<file path="src/rtl/demux_pkg.sv">
// Shared constants for the buffered 1:2 demultiplexer: channel IDs and default sizing.
package demux_pkg;

  localparam logic CH0 = 1'b0;
  localparam logic CH1 = 1'b1;

  localparam int unsigned W_DEF     = 4;
  localparam int unsigned DEPTH_DEF = 2;

endpackage

</file>
<file path="src/rtl/demux_fifo.sv">
// Per-channel synchronous FIFO; head reads zero when empty, no write-to-read bypass.
module demux_fifo #(
  parameter  int unsigned W     = 4,
  parameter  int unsigned DEPTH = 2,
  localparam int unsigned CW    = $clog2(DEPTH + 1)
) (
  input  logic          clk,
  input  logic          rst,
  input  logic          push,
  input  logic [W-1:0]  din,
  input  logic          pop,
  output logic          full,
  output logic          empty,
  output logic [CW-1:0] count,
  output logic [W-1:0]  head
);

  localparam int unsigned AW = $clog2(DEPTH);

  logic [AW-1:0] wr_ptr;
  logic [AW-1:0] rd_ptr;
  logic [W-1:0]  mem [DEPTH];
  logic [CW-1:0] count_nxt;
  logic          do_push;
  logic          do_pop;

  assign full    = (count == CW'(DEPTH));
  assign empty   = (count == '0);
  assign do_push = push && !full;
  assign do_pop  = pop && !empty;
  assign head    = empty ? '0 : mem[rd_ptr];

  // Occupancy: EMPTY / PARTIAL / FULL, +1 on push-only, -1 on pop-only, else hold
  always_comb begin
    count_nxt = count;
    case ({do_push, do_pop})
      2'b10:   count_nxt = count + CW'(1);
      2'b01:   count_nxt = count - CW'(1);
      default: count_nxt = count;
    endcase
  end

  always_ff @(posedge clk) begin
    if (rst) begin
      count  <= '0;
      wr_ptr <= '0;
      rd_ptr <= '0;
    end else begin
      count <= count_nxt;
      if (do_push) wr_ptr <= wr_ptr + AW'(1);
      if (do_pop)  rd_ptr <= rd_ptr + AW'(1);
    end
  end

  // Storage needs no reset; empty masks stale contents
  always_ff @(posedge clk) begin
    if (do_push) mem[wr_ptr] <= din;
  end

endmodule

</file>
<file path="src/rtl/demux12_4_buf.sv">
// Buffered 1:2 demultiplexer: steers a tagged input stream into two independent channel FIFOs.
module demux12_4_buf
  import demux_pkg::*;
#(
  parameter  int unsigned W     = W_DEF,
  parameter  int unsigned DEPTH = DEPTH_DEF,
  localparam int unsigned CW    = $clog2(DEPTH + 1)
) (
  input  logic          i_clk,
  input  logic          i_rst,
  input  logic          i_valid,
  input  logic          i_s,
  input  logic [W-1:0]  i_w,
  output logic          o_ready,
  output logic          o_valid0,
  output logic [W-1:0]  o_w0,
  input  logic          i_ready0,
  output logic          o_valid1,
  output logic [W-1:0]  o_w1,
  input  logic          i_ready1,
  output logic [CW-1:0] o_count0,
  output logic [CW-1:0] o_count1
);

  logic full0;
  logic full1;
  logic empty0;
  logic empty1;
  logic push0;
  logic push1;

  // Ready depends only on the selected channel's fullness, never on the consumer side
  assign o_ready = (i_s == CH1) ? !full1 : !full0;
  assign push0   = i_valid && o_ready && (i_s == CH0);
  assign push1   = i_valid && o_ready && (i_s == CH1);

  assign o_valid0 = !empty0;
  assign o_valid1 = !empty1;

  demux_fifo #(.W(W), .DEPTH(DEPTH)) u_fifo0 (
    .clk   (i_clk),
    .rst   (i_rst),
    .push  (push0),
    .din   (i_w),
    .pop   (i_ready0),
    .full  (full0),
    .empty (empty0),
    .count (o_count0),
    .head  (o_w0)
  );

  demux_fifo #(.W(W), .DEPTH(DEPTH)) u_fifo1 (
    .clk   (i_clk),
    .rst   (i_rst),
    .push  (push1),
    .din   (i_w),
    .pop   (i_ready1),
    .full  (full1),
    .empty (empty1),
    .count (o_count1),
    .head  (o_w1)
  );

endmodule
</file>
<file path="config.mk">
export PLATFORM = sky130hd
export DESIGN_NAME = demux12_4_buf
export DESIGN_NICKNAME = d
export VERILOG_FILES = /design/src/rtl/demux_pkg.sv /design/src/rtl/demux_fifo.sv /design/src/rtl/demux12_4_buf.sv
export SDC_FILE = /design/constraint.sdc
export NUM_CORES = 1
export LEC_CHECK = 0
export CAP_MARGIN = 10
export CORE_MARGIN = 3
export CORE_UTILIZATION = 45
export CTS_BUF_LIST = sky130_fd_sc_hd__clkbuf_2 sky130_fd_sc_hd__clkbuf_4 sky130_fd_sc_hd__clkbuf_8
export DETAILED_ROUTE_END_ITERATION = 8
export PLACE_DENSITY = 0.73
export SLEW_MARGIN = 20
export SYNTH_ARGS = -nofsm -noshare
export SYNTH_HDL_FRONTEND = slang
export SYNTH_SLANG_ARGS = --single-unit
</file>
<file path="constraint.sdc">
create_clock -name i_clk -period 5.2 [get_ports i_clk]
set_input_delay 0.78 -clock i_clk [delete_from_list [all_inputs] [get_ports i_clk]]
set_output_delay 0.78 -clock i_clk [all_outputs]
set_load 0.005 [all_outputs]
</file>
==> results.cfg <==
[die]
ioPinCount = 25
die_h_um = 54.8
initial_core_util_pct = 48.0
core_area_mm2 = 0.00223
die_w_um = 54.8
rows = 17
dieArea_mm2 = 0.00300

[critical_path]
cpPeakStageDelay_ps = 520
crit_fanout = 4
cp_top_family = buffers and inverters
timing.rr.end = u_fifo1.count[1]$_SDFFE_PP0P_
path_buf_inv = 2
rr_worst_depth = 5
crit_type = primary input to primary output
slowest_stage = clkdlybuf4s50_1
cp-start-kind = primary input
cp_cell_sequence = clkdlybuf4s50_1, nor2_1, a21oi_1, clkdlybuf4s50_1
r2r_setup_slack_ps = 3430
required_ps = 4420
worst_setup_path_end_kind = primary output
cp_data_arrival_time_ps = 1960
cp_common_cell = clkdlybuf4s50_1
regToRegStartpoint = u_fifo1.count[0]$_SDFFE_PP0P_

[power_and_ir_drop]
clock_power_share_pct = 13.3
peakVddDrop_mv = 0.342
p_seq_share_pct = 47.6
p_leak_nw = 0.508
netSwitchingFraction_pct = 30.3
power_frac_comb_pct = 39.2
powerDensity_mw_per_mm2 = 447
switchingPower_uw = 185
intPower_uw = 424

[route]
met1Wirelength_um = 817
drtAntennaViolNets = 0
routed_wl_um = 1720
firstDrtPassIters = 4
drt-wirelength-per-cell_um = 11.7
vias = 698
viasPerCell = 4.75
drc = 0
wl_met2_um = 790
drt_iter0_markers = 8
met3_length_um = 96
highest_layer = met4

[clock_network]
tritoncts = built
ctsResizeCount = 0
clock-sinks = 26
numCtsBuffers = 3
cts_buffer_depth = 2
htreeDepth = 1
clk_pin_slew_ps = 120
cts_root_buf = clkbuf_4
insertion_delay_ps = 300
cts.hold.buffers_added = 0
post_cts_buffers = 0

[sta]
max_freq_mhz = 364
skew_ps = 4.28
setup_slack_ps = 2460
hold_viol = 0
setup_viol = 0
drv_slew = 0
setup_tns_ps = 0
whs_ps = 501
fin_crit_sh_pct = 52.8
min_period_ps = 2740
rsz0062_at_grt = false
worstMarginPinSlew_ps = 366
max_slew_margin_pct = 75.5

[placement]
dp_slack_ps = 2450
hpwl_um = 1300
placed_area_mm2 = 0.00134
gp_congestion = 0.690
portBuffers = 24

[synthesis]
synth.distinct_cells = 17
synth_fp_nets = 106
synth-main-ff-cell = edfxtp_1
synth_edf_count = 16
yosysWarningCount = 0
syn_avg_cell_area_um2 = 11.4
syn-instance-count = 94
synth_seq_cells = 26
yosysSeqAreaShare_pct = 63.5
syn_area_mm2 = 0.00107
async_flop_share_pct = 0

[worst_hold_path]
min_path_type = flop to flop
hp-start = u_fifo0.wr_ptr$_SDFFE_PP0N_
hold_path_depth = 2
holdPathEnd = u_fifo0.wr_ptr$_SDFFE_PP0N_

[cells_and_area]
final_area_mm2 = 0.00136
area.growth.synth_to_final_pct = 27.1
n_antenna_cell = 0
finalNetCount = 132
multiInputGateArea_um2 = 350
ff_latch_area_um2 = 681
layout_commonest_cell = clkdlybuf4s50_1
drive_above_1_share_pct = 3.36
fill_cells = 199
final_cell_mix = 24 x clkdlybuf4s50_1, 19 x nor2_1, 16 x edfxtp_1, 10 x dfxtp_1

[status]
status = completed

[grt]
antenna_found_initial = 0
grt_pass1_wl_um = 2640
overflow = 0
grt_start_max_net_pins = 15
grt_pass1_vias = 621
track_usage_pct = 12.7

[run]
drv_cap = 0
[flip-flops by register name, summed over array words and instances, names as in the netlist, named ones only]
| register | cells |
|---|---|
| u_fifo1.rd_ptr | 1 |
| u_fifo0.rd_ptr | 1 |
| u_fifo0.mem | 8 |
| u_fifo1.wr_ptr | 1 |
| u_fifo1.mem | 8 |
| u_fifo1.count | 2 |
| u_fifo0.wr_ptr | 1 |
| u_fifo0.count | 2 |
[through the flow]
stage / power [mW] / util [%] / cells
4_1_cts: 0.616 / 61.0 / 147
5_1_grt: 0.653 / 61.0 / 147
3_5_place_dp: 0.535 / 59.8 / 143
6_report: 0.608 / 61.0 / 147
2_1_floorplan: 0.411 / - / 94
3_3_place_gp: 0.528 / 59.8 / 143
[cell type report]
type | count | share of cell area [%]
clock buffers | 3 | 1.65
flip-flops and latches | 26 | 50.0
repair buffers | 24 | 17.6
well taps | 28 | 2.57
clock inverters | 1 | 0.275
multi-input cells | 57 | 25.7
inverters | 8 | 2.20
[tightest hold or removal path: stages (launching register included)]
cell and delay, ps:
dfxtp_1 340, o21ai_0 70, a21oi_1 60
[power by group through the flow]
| stage | sequential, mW | clock, mW | combinational, mW |
|---|---|---|---|
| 2_1_floorplan | 0.279 | 0 | 0.132 |
| 3_3_place_gp | 0.292 | 0 | 0.236 |
| 3_5_place_dp | 0.294 | 0 | 0.240 |
| 4_1_cts | 0.290 | 0.0841 | 0.242 |
| 5_1_grt | 0.295 | 0.0913 | 0.267 |
| 6_report | 0.289 | 0.0807 | 0.238 |
[routing by layer]
layer | vias up | track usage [%]
met3 | 2 | 2.45
met1 | 315 | 16.2
li1 | 364 | -
met4 | 0 | 6.22
met2 | 17 | 20.3
met5 | - | 0
[synth_stat cells (3+ instances only)]
cell type	instances	area, um2
a21oi_1	5	25.0
dfxtp_1	10	200
edfxtp_1	16	480
inv_1	8	30.0
mux2i_1	8	80.1
nand2b_1	3	18.8
nor2_1	19	71.3
o21ai_0	6	30.0
or3_1	4	25.0
xor2_1	4	35.0
[worst max-delay path by stage]
stage	startpoint	end	cells past startpoint
finish	i_s	o_ready	4
global route	i_s	o_ready	4
CTS	i_s	o_ready	4
detailed placement	i_s	o_ready	4
global placement	i_s	o_ready	4
floorplan	i_valid	u_fifo1.count[1]$_SDFFE_PP0P_	5
[cells by family (layout without fill, tap and decap cells)]
kind of cell	count (synthesis)	in the layout	synth area share (%)
adders and majority gates	2	2	2.33
xor gates and xnor gates	6	6	4.90
buffers and inverters	11	36	3.85
muxes	8	8	7.47
DFF	26	26	63.5
AOI/OAI and AO/OA	11	11	5.13
and+or+nand+nor	30	30	12.8
(Power assumes the default switching activity.)
